### src/rtl/rf_multiport_sb_pkg.sv
// Shared definitions for the multiport register file: FSM encoding,
// default geometry and port-slicing helpers.
package rf_pkg;

    typedef enum logic {
        RF_CLEAR = 1'b0,
        RF_RUN   = 1'b1
    } rf_state_e;

    localparam int RF_AW_DEFAULT = 5;
    localparam int DEPTH         = 1 << RF_AW_DEFAULT;

    function automatic int rf_depth(input int aw);
        return 1 << aw;
    endfunction

    // Low bit of port k inside a flattened bus of w-bit fields.
    function automatic int slice_lo(input int k, input int w);
        return k * w;
    endfunction

endpackage

### src/rtl/rf_multiport_sb_scoreboard.sv
// Pending-write scoreboard: one bit per register, set on issue, cleared on
// writeback, with a read-side bypass so a value being forwarded is not pending.
module rf_scoreboard
    import rf_pkg::*;
#(
    parameter int AW       = 5,
    parameter int NRD      = 2,
    parameter int ZERO_REG = 1
) (
    input  logic              clk,
    input  logic              rst,
    input  logic              run_i,
    input  logic              flush_i,
    input  logic              set_en_i,
    input  logic [AW-1:0]     set_addr_i,
    input  logic              clr_en_i,
    input  logic [AW-1:0]     clr_addr_i,
    input  logic [NRD*AW-1:0] rd_addr_i,
    output logic [NRD-1:0]    rd_pend_o,
    output logic              pend_any_o
);

    localparam int  SB_DEPTH = rf_depth(AW);
    localparam bit  HAS_ZERO = (ZERO_REG != 0);

    logic [SB_DEPTH-1:0] pend_q;
    logic [SB_DEPTH-1:0] pend_d;

    // Set is applied after clear so a new producer issued as the old one retires stays pending.
    always_comb begin
        pend_d = pend_q;
        if (run_i) begin
            if (flush_i) begin
                pend_d = '0;
            end else begin
                if (clr_en_i) pend_d[clr_addr_i] = 1'b0;
                if (set_en_i) pend_d[set_addr_i] = 1'b1;
            end
        end
        if (HAS_ZERO) pend_d[0] = 1'b0;
    end

    always_ff @(posedge clk or posedge rst) begin
        if (rst) pend_q <= '0;
        else     pend_q <= pend_d;
    end

    for (genvar k = 0; k < NRD; k++) begin : g_rd
        logic [AW-1:0] addr;
        assign addr         = rd_addr_i[slice_lo(k, AW) +: AW];
        assign rd_pend_o[k] = run_i & pend_q[addr] & ~(clr_en_i && (clr_addr_i == addr));
    end

    assign pend_any_o = |pend_q;

endmodule

### src/rtl/rf_multiport_sb.sv
// Multiport register file with write-through reads, optional hardwired r0,
// pending-write scoreboard and a one-entry-per-cycle clear sweep.
module rf_multiport_sb
    import rf_pkg::*;
#(
    parameter int DW       = 32,
    parameter int AW       = 5,
    parameter int NRD      = 2,
    parameter int ZERO_REG = 1
) (
    input  logic              clk,
    input  logic              rst,
    input  logic              clr_req_i,
    output logic              busy_o,
    input  logic [NRD*AW-1:0] rd_addr_i,
    output logic [NRD*DW-1:0] rd_data_o,
    output logic [NRD-1:0]    rd_pend_o,
    input  logic              wr_en_i,
    input  logic [AW-1:0]     wr_addr_i,
    input  logic [DW-1:0]     wr_data_i,
    input  logic              iss_en_i,
    input  logic [AW-1:0]     iss_addr_i,
    output logic              pend_any_o
);

    localparam int            RF_DEPTH  = rf_depth(AW);
    localparam bit            HAS_ZERO  = (ZERO_REG != 0);
    localparam logic [AW-1:0] PTR_START = HAS_ZERO ? AW'(1) : '0;
    localparam logic [AW-1:0] PTR_LAST  = AW'(RF_DEPTH - 1);

    rf_state_e     state_q, state_d;
    logic [AW-1:0] ptr_q, ptr_d;
    logic [DW-1:0] mem_q [RF_DEPTH];
    logic          run;
    logic          clr_go;
    logic          mem_we;

    assign run    = (state_q == RF_RUN);
    assign clr_go = run && clr_req_i;
    assign mem_we = run && !clr_req_i && wr_en_i && !(HAS_ZERO && (wr_addr_i == '0));
    assign busy_o = !run;

    always_ff @(posedge clk or posedge rst) begin
        if (rst) begin
            state_q <= RF_CLEAR;
            ptr_q   <= PTR_START;
        end else begin
            state_q <= state_d;
            ptr_q   <= ptr_d;
        end
    end

    // The pointer stops at the last entry, so it never wraps.
    always_comb begin
        state_d = state_q;
        ptr_d   = ptr_q;
        case (state_q)
            RF_CLEAR: begin
                if (ptr_q == PTR_LAST) state_d = RF_RUN;
                else                   ptr_d   = ptr_q + AW'(1);
            end
            RF_RUN: begin
                if (clr_req_i) begin
                    state_d = RF_CLEAR;
                    ptr_d   = PTR_START;
                end
            end
            default: begin
                state_d = RF_CLEAR;
                ptr_d   = PTR_START;
            end
        endcase
    end

    // No reset on the array so it can map to distributed RAM; the sweep zeroes it instead.
    always_ff @(posedge clk) begin
        if (!run)        mem_q[ptr_q]     <= '0;
        else if (mem_we) mem_q[wr_addr_i] <= wr_data_i;
    end

    for (genvar k = 0; k < NRD; k++) begin : g_rd
        logic [AW-1:0] addr;
        logic [DW-1:0] data;
        assign addr = rd_addr_i[slice_lo(k, AW) +: AW];
        always_comb begin
            data = mem_q[addr];
            if (!run)                                    data = '0;
            else if (HAS_ZERO && (addr == '0))           data = '0;
            else if (wr_en_i && (wr_addr_i == addr))     data = wr_data_i;
        end
        assign rd_data_o[slice_lo(k, DW) +: DW] = data;
    end

    rf_scoreboard #(
        .AW       (AW),
        .NRD      (NRD),
        .ZERO_REG (ZERO_REG)
    ) u_sb (
        .clk        (clk),
        .rst        (rst),
        .run_i      (run),
        .flush_i    (clr_go),
        .set_en_i   (iss_en_i),
        .set_addr_i (iss_addr_i),
        .clr_en_i   (wr_en_i),
        .clr_addr_i (wr_addr_i),
        .rd_addr_i  (rd_addr_i),
        .rd_pend_o  (rd_pend_o),
        .pend_any_o (pend_any_o)
    );

endmodule
### config.mk
export PLATFORM = sky130hd
export DESIGN_NAME = rf_multiport_sb
export DESIGN_NICKNAME = d
export VERILOG_FILES = /design/src/rtl/rf_multiport_sb_pkg.sv /design/src/rtl/rf_multiport_sb_scoreboard.sv /design/src/rtl/rf_multiport_sb.sv
export SDC_FILE = /design/constraint.sdc
export NUM_CORES = 1
export LEC_CHECK = 0
export CORE_MARGIN = 4
export CORE_UTILIZATION = 35
export CTS_BUF_LIST = sky130_fd_sc_hd__clkbuf_16
export DETAILED_ROUTE_END_ITERATION = 10
export PLACE_DENSITY = 0.56
export RECOVER_POWER = 100
export REMOVE_ABC_BUFFERS = 1
export SYNTH_ARGS = -nofsm -noshare
export SYNTH_HDL_FRONTEND = slang
export SYNTH_SLANG_ARGS = --single-unit
### constraint.sdc
create_clock -name clk -period 4.72 [get_ports clk]
set_input_delay 0.944 -clock clk [delete_from_list [all_inputs] [get_ports clk]]
set_output_delay 0.944 -clock clk [all_outputs]
set_load 0.1 [all_outputs]
# Word-level counts from Yosys, hierarchy flattened
# Memory sizes are Yosys's and may differ from the RTL's.
# Cells that the tools add are included.
# op_classes
addsub	1
muxes	32
n_eq_ne	5
n_reduce_logical	17
n_bitwise	10
n_lt_le_gt_ge	6
# op_table
operator	count
2-to-1 mux 32 bit	12
AND 32 bit	1
inverter 32 bit	1
bitwise OR 32 bit	1
OR reduction 32 bit	1
OR reduction 31 bit	1
less-than comparator 5 x 6 -> 1 bit, second input constant	4
zero test 5 bit	3
2-to-1 mux 5 bit	3
2-to-1 mux 1 bit	11
binary-select mux 1 bit (select 5 bit)	2
demux 1 bit (select 5 bit)	2
equality test 5 bit	2
greater-or-equal comparator 5 x 1 -> 1 bit, second input constant	2
one-hot mux 5 bit (2 select lines)	1
logical AND 1 bit	8
adder 5 x 1 -> 5 bit, second input constant	1
equality test 5 bit, second input constant	1
AND 1 bit	4
!= test 2 bit, second input constant	2
zero test 1 bit	3
inverter 1 bit	3
one-hot mux 1 bit (2 select lines)	1
AND reduction 2 bit	1
# totals
input_bits	57
output_inout_bits	68
ram_bits	1024
memories	1
reg_bits	37
wordCells	75
# mem_list
memory	words	word_bits	rd	rd_ports_with_merged_regs	write_ports	line	rtl
mem_q	32	32	2	0	1	rf_multiport_sb.sv:33	logic [DW-1:0] mem_q [RF_DEPTH];

# Longest topological paths before layout
# Gate-level depths: netlist of run 1.
# depth
depth_word	12
ltp_mapped	11
mapped_depth_nobuf	7

# Cells and area by module
# From an unflattened synthesis of run 1, not the netlist that was laid out.
# unflattened
cells_unflattened	3132
hier_area_um2	51622.0
# by_module_without_submodules
module	cells_per_inst	area_each_um2	seq_area_each_um2	n_inst
rf_multiport_sb	2887	49357.3	30900.9	1
rf_scoreboard	245	2264.7	775.7	1

# Worst setup path after synthesis of run 1
# Ideal clock, no wire load.
# synth_path
kind	input to output
startpoint	in rd_addr_i[2]
endpoint	out rd_data_o[10]
setup_slack_ps	-155
arrival_ps	3931
n_path_buf	3
required_ps	3776
path_stages	7
path_cell_list	buf_4 > buf_6 > buf_2 > nor3_1 > nand2_1 > and3_1 > a31oi_1
# synth_between
elab_chain_cells	5
word_cells_on_any_way	7
cone_classes	eq/ne: 1; mux: 3; reduce/logical: 2; memory: 1
# synth_rtl
item	line	rtl
start, declared	rf_multiport_sb.sv:15	input logic [NRD*AW-1:0] rd_addr_i,
branches (longest 3 deep; another with memory read (32 x 32 bit))	n/a	
2-to-1 mux 32 bit *	rf_multiport_sb.sv:88	else if (HAS_ZERO && (addr == '0)) data = '0;
2-to-1 mux 32 bit *	rf_multiport_sb.sv:87	if (!run) data = '0;
end, declared	rf_multiport_sb.sv:16	output logic [NRD*DW-1:0] rd_data_o,
# Mark *: on every way between the ends.

# Final worst setup path of run 1
# layout_path
startpoint	in rd_addr_i[7]
endpoint	out rd_data_o[61]
# The elaborated chain is that of the path after synthesis.

==> results of run 1 <==
==> final cells by class <==
class / instances / area [um2] / area share, %
Antenna cell: 1 / 2.50 / 0.00416
Clock buffer: 114 / 2850 / 4.75
Clock inverter: 94 / 586 / 0.974
Inverter: 5 / 18.8 / 0.0312
Multi-Input combinational cell: 1742 / 18700 / 31.1
Sequential cell: 1061 / 31700 / 52.7
Tap cell: 1917 / 2400 / 3.99
Timing Repair Buffer: 391 / 3860 / 6.42
==> layer usage <==
| metal | up-vias | wire length [um] | track usage (%) | part of all wire (%) |
|---|---|---|---|---|
| met5 | - | 0 | 0 | 0 |
| met4 | 0 | 6030 | 7.68 | 3.5 |
| met3 | 281 | 11500 | 3.17 | 6.7 |
| met2 | 1371 | 82500 | 36.3 | 48 |
| met1 | 17177 | 71200 | 29.9 | 42 |
| li1 | 13368 | - | - | - |
==> worst register-to-register path: stages, from the launching register on <==
cell and delay, ns:
dfrtp_1 0.78, nand3b_1 0.29, a21oi_1 0.55, buf_4 0.43, a31oi_1 0.13, buf_4 0.19
nor2_1 0.90, clkbuf_2 0.51
==> cell families (layout without fill, tap and decap cells) <==
group           Yosys count  count (layout)  synth area share (%)
flops                  1061            1061                  61.4
mux                     833             833                  24.5
fa+ha+maj                 2               2                0.0485
compound gates          521             521                  7.42
buf+inv                 269             604                  2.76
simple gates            376             376                  3.71
xor+xnor                 10              10                 0.170
other cells               0               1                     0
==> power groups by stage <==
| stage | logic (mW) | clock network [mW] | registers, mW |
|---|---|---|---|
| after floorplan | 3.20 | 0 | 11.8 |
| after global placement | 6.25 | 0 | 11.9 |
| after detailed placement | 6.27 | 0 | 11.9 |
| after CTS | 6.28 | 8.49 | 11.7 |
| after global routing | 6.08 | 8.87 | 11.8 |
| final | 5.84 | 8.36 | 11.8 |
==> worst max-delay path by stage <==
stage / from / to / slack (ns) / depth (start not counted)
6_report: rd_addr_i[7] / rd_data_o[61] / 0.08 / 9
5_1_grt: wr_addr_i[2] / mem_q[2][29] / 0.02 / 9
4_1_cts: wr_addr_i[1] / rd_data_o[58] / 0.07 / 9
3_5_place_dp: wr_addr_i[1] / rd_data_o[58] / -0.05 / 9
3_3_place_gp: wr_addr_i[1] / rd_data_o[54] / -0.09 / 9
2_1_floorplan: clr_req_i / mem_q[17][0] / -0.93 / 4
==> per-stage QoR <==
step / total power [mW] / hold WS [ns] / setup TNS [ns]
after CTS: 26.5 / 0.560 / 0
after detailed placement: 18.2 / 0.548 / -0.0990
after floorplan: 15.0 / 0.519 / -164.32
after global routing: 26.8 / 0.594 / 0
after global placement: 18.1 / 0.546 / -0.370
final: 26.0 / 0.566 / 0
==> state kept, by name, indices dropped and copies added, names as in the netlist <==
register and flops:
ptr_q 5, run 1, mem_q 1024, u_sb.pend_q 31
==> Yosys cell counts (22+ instances only) <==
library cell / n / area [um2]
edfxtp_1: 1024 / 30700
mux2i_1: 457 / 4570
mux4_2: 334 / 7520
clkbuf_1: 126 / 473
nand2_1: 110 / 413
o221ai_1: 93 / 815
o21ai_0: 92 / 460
o22ai_1: 81 / 507
buf_4: 56 / 420
nor2_1: 56 / 210
a21oi_1: 53 / 265
a22oi_1: 51 / 383
nor2b_1: 49 / 307
buf_2: 42 / 210
mux2_2: 39 / 439
dfrtp_1: 36 / 901
nand3_1: 36 / 180
and2_1: 33 / 206
o211a_1: 32 / 320
a32o_1: 31 / 310
buf_1: 22 / 82.6
nor3b_1: 22 / 165
o221a_2: 22 / 248
==> summary by stage, run 1 <==
Outcome
The flow ran to the end, but the final reports show violations. The checks that failed: max-capacitance violations, max-slew violations.

Worst setup path
Among all stages on the critical path, the largest delay is contributed by clkbuf_2. The depth of the most critical reg-to-reg path is 7. The slack of the worst reg-to-reg path is about 0.58 ns. STA classifies the critical path startpoint as an input pin. The kind of cell with the highest combined delay along the critical path is buffers and inverters.

The endpoint of the worst register-to-register path is mem_q[31][28]. The maximum fanout along the worst path is 15. STA classifies the critical path endpoint as an output pin. Traced cell by cell, the critical path runs through clkbuf_4 > clkbuf_2 > nand2_1 > buf_2 > o22ai_1 > o31ai_1 > a21oi_1 > o221a_2 > buf_12. At the worst endpoint, the arrival time is 3.70 ns.

The stage delay of the slowest cell on the critical path is about 0.58 ns. The number of buffers and inverters on the critical path is 4. The type of the setup path with the least slack is in -> out. The origin of the critical flop-to-flop path is run. The required time reported for the critical path endpoint is roughly 3.8 ns.

Drt
The detailed-route wire length per cell is ~32 um. The number of DRC markers after the initial detailed-route iteration is 3609. After detailed routing, the number of remaining DRC violations is 0. The detailed-route vias per instance is 6.05. The first detailed-routing pass took 5 iterations.

The number of vias in the routed layout is 32197. The final layout contains routed wiring with a total length of 171000 um. The post-route antenna net violation count is 0.

Synth
After synthesis the netlist holds a flip-flop and latch count of ~1100. The synthesized area divided by synthesized cell count is 16.8 um2. Yosys mapped the design onto 55 distinct sky130hd cell types. Counting flops with a built-in enable in the synthesized netlist gives 1024. The total of warnings raised by yosys is 0.

The synthesized netlist occupies a cell area of around 0.052 mm2. After synthesis, flip-flops and latches occupy between 60% and 70% of the total area. In the synthesized netlist, the number of instances is 3072.

The share of synthesized flip-flops with an asynchronous set or reset is about 3.5%. The primary flip-flop cell chosen by synthesis mapping is edfxtp_1.

Min path
The count of cells along the worst hold path is 1. The tightest min-delay check is of the reg -> reg type. The destination of the worst hold path is u_sb.pend_q[10]. In this run the most critical hold path is launched from u_sb.pend_q[10].

Floorplan
The horizontal extent of the die is around 400 um. The count of boundary I/O pins is 125. For this configuration, the core starts out at a cell density of 35.3%. The floorplan row count is 140. The die height is between 300 and 400 um. The area of the die is 0.154 mm2. The core area is 0.146 mm2.

STA
The post-route minimum period is around 4.6 ns. The relative max-transition margin is -41.1%. Setup violations remaining at the end of the flow were counted as 0. The final number of max-transition violations was 138.

Of the available clock period, the critical path in the final layout requires 98.3%. Static timing analysis puts the maximum clock frequency at 0.215 GHz. The slack of the critical path is ~0.078 ns. Across the routed clock network, the largest skew measured is 0.0158 ns.

Setup repair after global routing left no endpoint under its margin. For the pin with the worst max-slew slack, the measured transition is 2.11 ns. The final hold violation count is 0.

Finish
At the end of the flow the core is filled with cells to 41.1%. The library cells used most frequently in the layout, excluding fill and tap cells, are edfxtp_1 (1024), mux2i_1 (457), mux4_2 (334), buf_4 (138), clkbuf_16 (114). After routing the design area is roughly 0.06 mm2. The most common cell after layout, fill and taps aside is edfxtp_1. After filler insertion, the fill cell instance count of the layout stands at 13180.

Of the cells placed in the final design, the portion with a size suffix greater than 1 is 25.7%. The number of nets in the layout is 3373. The area growth from synthesis to layout is 16.5%. The final cell count without fillers is 5325.

Clock tree
The post-cts resize count is 1. The clock tree from TritonCTS is done. The clock tree buffer depth is 3. The clock reaches the later pin of the worst-skew pair after 0.71 ns.

The cell sitting at the root of the clock tree is a clkbuf_16. The post-CTS setup repair buffer count is 0. The H-tree level count is 3. Buffers inserted to repair hold after CTS numbered 0. The post-CTS clock slew at the launch and capture registers of the worst setup and hold paths is 0.05 ns. The TritonCTS buffer count is ~110. The number of clock sinks is 1061.

GRT
After global routing the overflow that remains totals 0. The number of global-route vias before repair is 32922. The pin count of the biggest net entering global routing is between 60 and 70.

The global-route wire length before repair is 243000 um. The initial antenna violation count was 1. Global routing used 22.0% of the available tracks.

Pwr
In this run switching power makes up a little over 30% of total power. The switching power is between 8 and 9 mW. The leakage power total is 20.7 nW.

In this run, the combinational gates consume around 23% of the power. The internal power of the cells totals around 18 mW. The proportion of power drawn by flip-flops and latches is between 40% and 50%. The clock network accounts for 32.2% of the total power. Dividing total power by cell area gives a power density of 432 mW/mm2. The maximum resistive drop on vdd is 0.272 mV.

Placement
The placed instances occupy a cell area of between 0.05 and 0.06 mm2. Input and output buffers added on the ports amount to 124. In this run, placement finished with an instance count of 5116. The setup slack at placement is -0.0540 ns. The placer's final routability congestion estimate is ~0.83. The wire-length estimate of the detail-placed layout is 106000 um.

Job
The reported max-cap violation count is 8.
Power figures use the tool's default switching activity.
==> inputs of run 2 (changes only) <==
--- a/config.mk
+++ b/config.mk
@@ -14,4 +14,5 @@
 export REMOVE_ABC_BUFFERS = 1
 export SYNTH_ARGS = -nofsm -noshare
 export SYNTH_HDL_FRONTEND = slang
+export SYNTH_HIERARCHICAL = 1
 export SYNTH_SLANG_ARGS = --single-unit
==> run 2 against run 1 <==
  * The flow finishes with violations (max-capacitance violations, max-slew violations, negative setup slack)
  * Fmax is 1.7% lower
  * Clock skew up 0.017 ns
  * Synthesized area is 0.11% higher
  * Non-clock buffer count increased by 22
  * Register-to-register slack got worse by 0.05 ns
  * Via count grew 3.1%
  * Power rose by 0.79%
  * Clock-buffer cell count rose by 3
  * First-iteration DRC count fell by 4.5%
  * Design area is 0.61% higher
  * Global-route usage rose by 0.36 points
  * Clock power rose by 3.2%
  * Highest routed layer is now met5
==> summary by stage, run 2 <==
Outcome
The flow ran to the end, but the final reports show violations. The checks that failed: max-capacitance violations, max-slew violations, negative setup slack.

Pwr
The clock network is responsible for 33.0% of the overall power. The switching power is 7.72 mW. The leakage power total is between 15 and 20 nW.

Net switching is 29.5% of the power. Internal power comes to between 15 and 20 mW. The share of total power dissipated in combinational logic is 20.0%. Sequential cells burn 47.1% of the power. For this design the ratio of total power to cell area is 433 mW/mm2. The maximum resistive drop on vdd is 0.351 mV.

Finish
The top cell types in the final layout, fill and taps aside, are edfxtp_1 (1024), mux2i_1 (412), mux4_2 (328), o21ai_0 (203), buf_4 (195). The final cell count without fillers is 5409. At the end of the flow the core is filled with cells to 41.4%. The number of nets in the layout is approximately 3500. In the final layout, the registers with the most flip-flops are mem_q x1024, u_sb/pend_q x31, ptr_q x5. The register with the most flip-flops in the layout has slightly above 1000 of them. Counting flops per register, the top entry is mem_q. The post-route netlist has 26.8% of its cells at a drive strength greater than 1. The area added between synthesis and finish is 17.1%. The most common cell after layout, fill and taps aside is edfxtp_1.

STA
Setup slack on the critical path of the routed design comes to -0.00241 ns. The final critical path takes up 100% of the cycle. Measured against its own limit, the worst slew margin works out to -49.5%.

The achievable clock frequency is 0.212 GHz. Setup repair after global routing left no endpoint under its margin. The number of endpoints failing setup at the final stage is 1. Across the routed clock network, the largest skew measured is 0.0324 ns.

For the pin with the worst max-slew slack, the measured transition is 2.24 ns. The post-route minimum period is ~4.7 ns. The final number of max-transition violations is 513. The final hold violation count is 0.

Clock tree
The tree built by TritonCTS fans out to 1061 sinks. TritonCTS built the clock tree. The H-tree was split into 3 levels. TritonCTS created between 100 and 150 clock buffers. Gates resized during post-CTS repair numbered 0. For this design, the CTS-stage hold fixing added 0 buffers. The post-CTS setup repair buffer count is 0. The post-CTS clock slew at the launch and capture registers of the worst setup and hold paths is 0.06 ns.

The root buffer cell chosen for the clock tree is clkbuf_16. The clock tree buffer depth is 3. The insertion delay of the later-clocked pin in the worst-skew pair is 0.73 ns.

Synth
The primary flip-flop cell chosen by synthesis mapping is edfxtp_1. During synthesis, Yosys emitted a total of 6 warnings. The synthesized design contains 1024 enable-type register cells. The total standard cell area after synthesis is 0.0516 mm2. The share of synthesized flip-flops with an asynchronous set or reset is under 10%.

The synthesized instance count is 3132. By count the netlist is led by edfxtp_1 (1024), mux2i_1 (412), mux4_2 (328), o21ai_0 (203), clkbuf_1 (125). By instance count, the leading cell after synthesis is edfxtp_1. In the post-synthesis netlist, the biggest area contributors are edfxtp_1 (60%), mux4_2 (14%), mux2i_1 (8.0%).

The post-synthesis cell type with the largest combined area is edfxtp_1. Each instance of the synthesized netlist takes up on average 16.5 um2. The synthesized flop and latch total is 1061. The share of the Yosys chip area taken by registers is approximately 61%.

The area fraction of the dominant cell type after synthesis is about three fifths. Counting distinct cell types in the post-synthesis netlist gives 64.

Placement
The count of buffers added on input and output ports is 124. At the end of routability-driven placement, the weighted congestion stood at 0.812. The HPWL after detailed placement is 109000 um. After detailed placement, the design holds a cell count of 5195.

OpenSTA, run right after detailed placement, puts the worst setup slack at 0.00930 ns.

Worst setup path
The data arrival time of the critical path is 3.78 ns. The worst setup path is of the in -> out kind. In this run the critical register-to-register path is captured at mem_q[9][5]. STA classifies the critical path endpoint as an output pin. The startpoint identified for the worst register-to-register timing path is run. Counting cells, the worst reg-to-reg path comes to 8.

Along the worst path, the maximum fanout reaches 17. STA classifies the critical path startpoint as an input pin. For flop-to-flop paths, the worst setup slack is 0.53 ns. The required time reported for the critical path endpoint is 3.78 ns.

Drt
Using the TritonRoute via totals, the vias-per-cell ratio works out to approximately 6.1. The remaining routing DRC violations is 0. The detailed-route wire length per cell is 32.3 um.

The first routing iteration left around 3400 violations. Across all layers, the routed design uses 33180 vias. The detailed-router iteration count before antenna repair is 5. The post-route antenna net violation count is 0. Wires add up to 175000 um.

Min path
The path class of the tightest hold or removal check is in -> async.

Floorplan
The die height is 392 um. The die covers 0.154 mm2. The count of boundary I/O pins is 125.

The floorplan step defined a core boundary enclosing 0.146 mm2. The initial standard-cell utilization of the core is ~35%. The floorplan row count is 140. The die is 392 um wide.

GRT
For this run, the total global-route usage over all layers was measured as ~22%. The initial antenna violation count is 5. In the global route stage, met2 resource usage came out at 35.9%. The number of global-route vias before repair is 32962. The met3 layer usage reported by global route is 4.10%. After global routing, the most crowded layer is met2. The global-route track usage on met1 is 31.3%. Entering global routing, the biggest net connects 43 pins. Summed over all layers, the global routing overflow is 0. The first global-routing pass estimated 245000 um of wire.

Job
Across the run, the number of max-cap violations was 17.
## run 2: changes by cell type after synthesis, moves of 25 or more
cell and delta:
o21ai_0 +111, a31oi_1 +81, mux2i_1 -45, nand2_1 -44, a32o_1 -31, o211a_1 -30, a41oi_1 +29, a22o_1 +25
## run 2: cells by family after synthesis
group | share of synthesized area [%]
flip-flops | 61.4
multiplexers | 23.6
AO/OA/AOI/OAI | 8.37
AND/OR/NAND/NOR | 3.33
buffers and inverters | 2.90
XOR/XNOR | 0.356
adder cells (fa/ha/maj) | 0.0485
## run 2: stage by stage
step | hold WS, ns | total power, mW | area, um2 | setup TNS (ns)
floorplan | 0.494 | 15.1 | 50200 | -33.32
global placement | 0.543 | 17.9 | 57900 | -0.0228
detailed placement | 0.555 | 17.9 | 57900 | 0
CTS | 0.389 | 26.5 | 61400 | 0
global route | 0.558 | 27.0 | 60400 | 0
finish | 0.554 | 26.2 | 60500 | -0.00241
## run 2: power groups by stage
stage	sequential (mW)	clock, mW	combinational (mW)
3_5_place_dp	12.5	0	5.47
6_report	12.3	8.63	5.22
2_1_floorplan	12.3	0	2.76
3_3_place_gp	12.4	0	5.47
5_1_grt	12.4	9.16	5.44
4_1_cts	12.3	8.75	5.48
## run 2: routing by layer
metal / vias up / share of wire [%]
met2: 1573 / 47
met5: - / 0.015
met3: 315 / 8.3
met1: 17645 / 42
met4: 4 / 2.8
li1: 13643 / -
## run 2: final cells by class
cell class / count / area [um2]
multi-input combinational: 1789 / 18800
antenna: 2 / 5.00
timing repair buffer: 413 / 3960
fill: 13246 / 85600
tap: 1917 / 2400
sequential: 1061 / 31700
clock inverter: 95 / 647
clock buffer: 117 / 2930
inverter: 15 / 56.3
## run 2: worst max-delay path, cell delays in order
cell	delay, ns
clkbuf_4	0.47
or2_4	0.40
clkbuf_4	0.49
o22ai_1	0.20
o21ai_0	0.43
buf_4	0.19
a41oi_1	0.29
buf_12	0.28
## run 2: how the worst max path moves through the flow
stage,cells after the start,slack (ns),to,from
global placement,8,-0.02,rd_data_o[11],wr_addr_i[3]
detailed placement,8,0.009,rd_data_o[11],wr_addr_i[3]
floorplan,5,-0.95,rd_data_o[0],rd_addr_i[4]
global route,8,0.04,rd_data_o[6],rd_addr_i[2]
finish,8,-0.002,rd_data_o[23],rd_addr_i[2]
CTS,8,0.006,rd_data_o[11],wr_addr_i[3]
